`src/rtl/bfifo_pkg.sv`:
```
`default_nettype none
// ==== bfifo_pkg: shared defaults for the bfifo read-side packer ==== rev 1.0 ====
package bfifo_pkg;

  localparam int BFIFO_DWIDTH    = 3;
  localparam int BFIFO_PACK_NUM  = 8;
  localparam int BFIFO_CNT_WIDTH = 4;
  localparam int BFIFO_TOT_WIDTH = 16;
  localparam int BFIFO_PKT_WIDTH = BFIFO_DWIDTH * BFIFO_PACK_NUM;

endpackage
`default_nettype wire

```
`src/rtl/bfifo_pkt_oreg.sv`:
```
`default_nettype none
// ==== bfifo_pkt_oreg: packet output register, valid/ready hold, accept counter ==== rev 1.0 ====
module bfifo_pkt_oreg
  import bfifo_pkg::*;
#(
  parameter int PKT_WIDTH = BFIFO_PKT_WIDTH,
  parameter int CNT_WIDTH = BFIFO_CNT_WIDTH,
  parameter int TOT_WIDTH = BFIFO_TOT_WIDTH
) (
  input  logic                 clk,
  input  logic                 rst,
  input  logic                 load,
  input  logic [PKT_WIDTH-1:0] load_data,
  input  logic [CNT_WIDTH-1:0] load_cnt,
  output logic [PKT_WIDTH-1:0] pkt_data,
  output logic [CNT_WIDTH-1:0] pkt_cnt,
  output logic                 pkt_valid,
  input  logic                 pkt_ready,
  output logic [TOT_WIDTH-1:0] pkt_total
);

  logic w_accept;

  assign w_accept = pkt_valid && pkt_ready;

  // A load in the same cycle as an accept replaces the packet without a bubble.
  always_ff @(posedge clk) begin
    if (rst) begin
      pkt_data  <= '0;
      pkt_cnt   <= '0;
      pkt_valid <= 1'b0;
      pkt_total <= '0;
    end else begin
      if (load) begin
        pkt_data  <= load_data;
        pkt_cnt   <= load_cnt;
        pkt_valid <= 1'b1;
      end else if (w_accept) begin
        pkt_valid <= 1'b0;
      end
      if (w_accept) begin
        pkt_total <= pkt_total + TOT_WIDTH'(1);
      end
    end
  end

endmodule
`default_nettype wire

```
`src/rtl/bfifo_rd_packer.sv`:
```
`default_nettype none
// ==== bfifo_rd_packer: packs PACK_NUM FWFT FIFO words into valid/ready packets ==== rev 1.0 ====
module bfifo_rd_packer
  import bfifo_pkg::*;
#(
  parameter int DWIDTH    = BFIFO_DWIDTH,
  parameter int PACK_NUM  = BFIFO_PACK_NUM,
  parameter int CNT_WIDTH = BFIFO_CNT_WIDTH,
  parameter int TOT_WIDTH = BFIFO_TOT_WIDTH
) (
  input  logic                         RCLOCK,
  input  logic                         RESET,
  input  logic                         FIFO_EMPTY,
  input  logic [DWIDTH-1:0]            FIFO_RDATA,
  output logic                         FIFO_RE,
  input  logic                         FLUSH,
  output logic [DWIDTH*PACK_NUM-1:0]   PKT_DATA,
  output logic [CNT_WIDTH-1:0]         PKT_CNT,
  output logic                         PKT_VALID,
  input  logic                         PKT_READY,
  output logic [TOT_WIDTH-1:0]         PKT_TOTAL,
  output logic                         BUSY
);

  localparam int                   PKT_WIDTH = DWIDTH * PACK_NUM;
  localparam logic [CNT_WIDTH-1:0] FULL_CNT  = CNT_WIDTH'(PACK_NUM);

  logic [PACK_NUM-1:0][DWIDTH-1:0] r_acc;
  logic [CNT_WIDTH-1:0]            r_wcnt;
  logic                            r_flush_pend;

  logic                            w_ofree;
  logic                            w_xfer;
  logic                            w_pop;
  logic [CNT_WIDTH-1:0]            w_slot;
  logic [PKT_WIDTH-1:0]            w_load_data;

  assign w_ofree = !PKT_VALID || PKT_READY;
  assign w_xfer  = w_ofree && ((r_wcnt == FULL_CNT) || (r_flush_pend && (r_wcnt != '0)));
  assign w_pop   = !RESET && !FIFO_EMPTY && !r_flush_pend && ((r_wcnt < FULL_CNT) || w_xfer);
  assign w_slot  = w_xfer ? '0 : r_wcnt;
  assign FIFO_RE = w_pop;
  assign BUSY    = (r_wcnt != '0) || r_flush_pend || PKT_VALID;

  // Stale words beyond the current fill level are masked so short packets carry zeros.
  generate
    for (genvar k = 0; k < PACK_NUM; k++) begin : g_mask
      assign w_load_data[k*DWIDTH +: DWIDTH] = (CNT_WIDTH'(k) < r_wcnt) ? r_acc[k] : '0;
    end
  endgenerate

  always_ff @(posedge RCLOCK) begin
    if (RESET) begin
      r_acc <= '0;
    end else begin
      for (int k = 0; k < PACK_NUM; k++) begin
        if (w_pop && (w_slot == CNT_WIDTH'(k))) begin
          r_acc[k] <= FIFO_RDATA;
        end
      end
    end
  end

  // A pending flush with a full accumulator simply rides out on the full-packet transfer.
  always_ff @(posedge RCLOCK) begin
    if (RESET) begin
      r_wcnt       <= '0;
      r_flush_pend <= 1'b0;
    end else begin
      if (w_xfer) begin
        r_wcnt <= w_pop ? CNT_WIDTH'(1) : '0;
      end else if (w_pop) begin
        r_wcnt <= r_wcnt + CNT_WIDTH'(1);
      end

      if (r_flush_pend) begin
        if (w_xfer || (r_wcnt == '0)) begin
          r_flush_pend <= 1'b0;
        end
      end else if (FLUSH) begin
        r_flush_pend <= 1'b1;
      end
    end
  end

  bfifo_pkt_oreg #(
    .PKT_WIDTH (PKT_WIDTH),
    .CNT_WIDTH (CNT_WIDTH),
    .TOT_WIDTH (TOT_WIDTH)
  ) u_oreg (
    .clk       (RCLOCK),
    .rst       (RESET),
    .load      (w_xfer),
    .load_data (w_load_data),
    .load_cnt  (r_wcnt),
    .pkt_data  (PKT_DATA),
    .pkt_cnt   (PKT_CNT),
    .pkt_valid (PKT_VALID),
    .pkt_ready (PKT_READY),
    .pkt_total (PKT_TOTAL)
  );

endmodule
`default_nettype wire

```
`config.mk`:
```
export PLATFORM = sky130hd
export DESIGN_NAME = bfifo_rd_packer
export DESIGN_NICKNAME = d
export VERILOG_FILES = /design/src/rtl/bfifo_pkg.sv /design/src/rtl/bfifo_pkt_oreg.sv /design/src/rtl/bfifo_rd_packer.sv
export SDC_FILE = /design/constraint.sdc
export NUM_CORES = 1
export LEC_CHECK = 0
export ABC_CLOCK_PERIOD_IN_PS = 4870
export BUFFER_PORTS_ARGS = -buffer_cell sky130_fd_sc_hd__buf_2
export CORE_MARGIN = 4
export CORE_UTILIZATION = 50
export CTS_CLUSTER_DIAMETER = 100
export DETAILED_ROUTE_END_ITERATION = 7
export GPL_ROUTABILITY_DRIVEN = 0
export GPL_TIMING_DRIVEN = 0
export HOLD_SLACK_MARGIN = 0.05
export PLACE_DENSITY = 0.74
export SLEW_MARGIN = 20
export SYNTH_ARGS = -nofsm -noshare
export SYNTH_HDL_FRONTEND = slang
export SYNTH_SLANG_ARGS = --single-unit
```
`constraint.sdc`:
```
create_clock -name RCLOCK -period 4.87 [get_ports RCLOCK]
set_input_delay 0.2435 -clock RCLOCK [delete_from_list [all_inputs] [get_ports RCLOCK]]
set_output_delay 0.2435 -clock RCLOCK [all_outputs]
set_load 0.005 [all_outputs]
```
======== Word-level counts from Yosys, hierarchy flattened ========
Index checks and enable logic that the tools add are counted.
W data, S select, Z words.
cells by class
  add/sub/neg operators ................... 2
  $lt $le $gt $ge ......................... 9
  equality and inequality tests ........... 8
  muxes and demuxes ....................... 17
  reductions and logical operators ........ 29
operator list
  kind                     number
  $mux W3                  8
  $add A16 B1 Y16 const B  1
  $eq A4 B3 Y1 const B     4
  $lt A3 B4 Y1 const A     4
  $logic_and A1 B1 Y1      14
  $mux W4                  3
  $eq A4 B2 Y1 const B     2
  $logic_not A4 Y1         2
  $lt A1 B4 Y1 const A     2
  $lt A2 B4 Y1 const A     2
  $logic_or A1 B1 Y1       6
  $mux W1                  6
  $add A4 B1 Y4 const B    1
  $eq A4 B1 Y1 const B     1
  $eq A4 B4 Y1 const B     1
  $logic_not A1 Y1         4
  $lt A4 B4 Y1 const B     1
  $reduce_bool A2 Y1       2
  $reduce_bool A4 Y1       1
word-level totals
  flip-flop bits (word level) ............. 74
  output and inout bits ................... 47
  logic and storage cells ................. 79

======== Depth between registers and ports, before layout ========
  depth after elaboration ................. 8
  mapped depth ............................ 9
  mapped depth without buffers ............ 6

======== By module ========
From an unflattened synthesis, not the netlist that was laid out.
unflattened totals
  cells, all modules ...................... 357
  area total of the unflattened synthesis .. 3283.1 µm²
by module, submodules not included
  module           instances  cells each  area an instance (µm²)
  bfifo_pkt_oreg   1          175         1725.4
  bfifo_rd_packer  1          182         1557.7

======== Worst setup path before layout ========
Ideal clock, no wire load.
  path kind ............................... register to register
  from .................................... reg r_wcnt[1]
  to ...................................... reg u_oreg.pkt_data[20]
  data arrival time ....................... 1976 ps
  required time ........................... 4800 ps
  slack ................................... 2824 ps
  stages on the path, launching flop included .. 10
  path buffers ............................ 3
  period minus slack after synthesis ...... 2046 ps
  cell sequence ........................... dfxtp_1 -> buf_2 -> inv_1 -> ha_1 -> or3b_1 -> o21ai_0 -> clkbuf_2 -> clkbuf_1 -> o21ai_0 -> a21oi_1
on the way
  longest elaborated chain between the ends .. 4
  elaborated cells between the ends (all ways) .. 7
  those cells by class .................... order compare: 1; eq/ne: 1; mux: 1; reduce/logical: 4
ends and longest elaborated chain
  item                                                                  RTL line               RTL
  start, declared                                                       bfifo_rd_packer.sv:29  logic [CNT_WIDTH-1:0] r_wcnt;
  start signal, assigned                                                bfifo_rd_packer.sv:71  r_wcnt <= w_pop ? CNT_WIDTH'(1) : '0;
  start signal, assigned                                                bfifo_rd_packer.sv:73  r_wcnt <= r_wcnt + CNT_WIDTH'(1);
  parallel branches: the longest is 4 deep, another holds $lt A3 B4 Y1  -
  end signal, assigned                                                  bfifo_pkt_oreg.sv:35   pkt_data <= load_data;
  end, declared                                                         bfifo_pkt_oreg.sv:15   output logic [PKT_WIDTH-1:0] pkt_data,
Several ways; the timed one is not identified.
A chain may end at the register's enable or synchronous reset.

======== Final worst setup path ========
  from .................................... reg r_wcnt[1]
  to ...................................... reg u_oreg.pkt_data[21]
The elaborated chain is that of the path after synthesis.

==> metrics <==
number of post-CTS setup repair buffers=0; Post-synth EDFFs=0; critical path capture point type=flip-flop; Power Density=330 nW/um^2; Post-CTS Resized=0; Hold/Removal Path Class=in2reg; Power, Total=1.27 mW; vias after detailed routing=2914; Tightest Pin Transition=0.631 ns; Ant. Diodes=0; row count=29; CP dominant cell by count=o21ai_0; Slew Limit Fails=0; initial DRC count=136; CTS sink count=74; Bufs and invs on worst path=4; final worst path period share=52.7%; Setup CP Type=reg2reg; skew final=0.00440 ns; Synth-to-Final Area Change=18.7%; syn nets=378; initial core utilization=51.2%; drt pass-1 iters=4; YS warnings=0; Cell Area, Synth=3230 um^2; I/O pins=55; async set or reset register ratio after synthesis=0%; CTS tree=done; fill count=581; worst skew pair latency=0.35 ns; Clk Tree Root Cell=clkbuf_8; H-Tree Depth=3; Worst Path Required=5.15 ns; crit-path max FO=10; Yosys top cell area share=45.8%; endpoints failing hold=0; clock-pin slew on the worst setup and hold paths=0.07 ns; synthesized area per cell=8.81 um^2; Cell Area, Placed=3600 um^2; Pint=0.965 mW; Routed WL=8.05 mm; initial antenna violation count=0; fin nets=443; footprint of the multi-input gates=1610 um^2; sequential share of the synthesized area=45.8%; Remaining Overflow, GRT=0; hold_buf cts=0; Post-synth top cells=74 x dfxtp_1, 44 x nor2_1, 38 x a21oi_1, 31 x o21ai_0, 28 x nand4_1; Synth Flop Type=dfxtp_1; first-pass GRT wire length=13.4 mm; largest net degree at the start of global routing=13; area leader, netlist=dfxtp_1; Synth area leaders=dfxtp_1 46%, mux2i_1 7.1%, a21oi_1 5.9%, nand4_1 5.4%, nor2_1 5.1%; sum of negative setup slack=0 ns; fin crit period=2.57 ns; die area=7820 um^2; CORE AREA=6310 um^2; net load switching power=0.303 mW; Chip Width=88.4 um; Rel. slew slack=57.5%; critical path's largest stage delay=0.47 ns; leak pwr=1.53 nW; port buffer count=54; number of global-route vias before repair=2777; maxcap violations=0; power share of the combinational group=7.7%; drt wl/cell=15.7 um; kind of cell adding the most delay to the critical path=buffers and inverters; Synth Instances=367; Finish-stage setup viols=0; Switching Share=23.9%; most frequent cell after synthesis=dfxtp_1; Final ANT Viol Nets=0; die height=88.4 um; crit-path cells=buf_2, inv_1, ha_1, or3b_1, o21ai_0, clkbuf_2, clkbuf_1, o21ai_0, a21oi_1; RSZ-0062 raised after global routing=no; vias per std cell=5.67; TritonCTS Buffers=9; Peak VDD IR=182 uV; overall global routing resource usage=22.2%; sequential share of power=48.4%; Worst path slowest cell=or3b_1; # DRC=0; FMAX=389 MHz; clock power share=43.9%; crit path DAT=2.85 ns; Synth cell types=38; clock tree buffer depth=2; hpwl dp=5.77 mm; Critical Path Source Type=flip-flop; fin area=3840 um^2; Reg area=1480 um^2; share of cells above drive strength 1=21.1%; status=completed; flops & latches, synth=74
==> metal layers <==
| layer | global-route usage [%] | vias to the layer above | routed length [um] | share of wire [%] |
|---|---|---|---|---|
| met3 | 4.38 | 16 | 381 | 4.7 |
| met2 | 35.3 | 74 | 3840 | 48 |
| met1 | 28.8 | 1389 | 3690 | 46 |
| met5 | 0 | - | 0 | 0 |
| met4 | 10.9 | 0 | 144 | 1.8 |
| li1 | - | 1435 | - | - |
==> sequential cells by signal, indices dropped and copies added, names as in the netlist <==
name,count
r_acc,24
r_flush_pend,1
u_oreg.pkt_total,16
u_oreg.pkt_data,24
r_wcnt,4
u_oreg.pkt_valid,1
u_oreg.pkt_cnt,4
==> tightest hold or removal path, delay by kind of cell <==
family | cells | cell delay (ns)
buffers and inverters | 1 | 0.10
AND/OR/NAND/NOR | 1 | 0.06
AO/OA/AOI/OAI | 1 | 0.05
==> layout by cell type, fill, tap and decap left out, types with 3 or more instances in the layout <==
cell type / n
a21o_1: 3
a21oi_1: 38
buf_1: 5
buf_2: 62
clkbuf_1: 13
clkbuf_8: 12
dfxtp_1: 74
ha_1: 3
inv_1: 7
mux2_2: 4
mux2i_1: 23
nand2_1: 9
nand2b_1: 7
nand3_1: 14
nand4_1: 28
nor2_1: 44
nor2b_1: 7
nor3_1: 8
nor4_1: 3
nor4_4: 3
o21ai_0: 31
o311ai_0: 3
or3_1: 5
xnor2_1: 8
==> kinds of logic (layout without fill, tap and decap cells) <==
kind of cell | Yosys count | after routing | synth area share, %
mux | 27 | 27 | 8.51
simple gates | 137 | 137 | 23.8
compound gates | 81 | 81 | 13.5
fa+ha+maj | 3 | 3 | 1.16
buf+inv | 35 | 105 | 4.53
flops | 74 | 74 | 45.8
xor+xnor | 10 | 10 | 2.71
==> power groups by stage <==
stage               logic [mW]  clock network [mW]  registers, mW
global route             0.108               0.590          0.614
finish                  0.0980               0.557          0.613
CTS                     0.0973               0.563          0.613
floorplan               0.0634                   0          0.626
detailed placement      0.0964                   0          0.628
global placement        0.0939                   0          0.627
==> final cells by class <==
type	instances	area share, %
timing repair buffer	54	7.04
clock inverter	4	1.89
buffer	28	3.13
multi-input combinational	258	41.9
clock buffer	12	4.30
tap	77	2.51
inverter	7	0.684
sequential	74	38.6
==> worst paths after layout <==
check,startpoint,endpoint,slack (ns),cells past startpoint
max,r_wcnt[1],u_oreg.pkt_data[21],2.30,9
min,FLUSH,r_flush_pend,0.15,3
max reg2reg,r_wcnt[1],u_oreg.pkt_data[21],2.30,9
min reg2reg,u_oreg.pkt_data[0],u_oreg.pkt_data[0],0.47,2
==> through the flow <==
step           utilization, %  instances  hold WS [ns]  setup slack (ns)
3_3_place_gp             57.0        498         0.456              2.40
6_report                 60.8        514         0.153              2.30
5_1_grt                  60.8        514         0.157              1.99
3_5_place_dp             57.0        498         0.464              2.33
2_1_floorplan               -        367         0.387              2.82
4_1_cts                  60.8        514         0.148              2.31
Note: power is estimated with default switching activity, not from simulation.
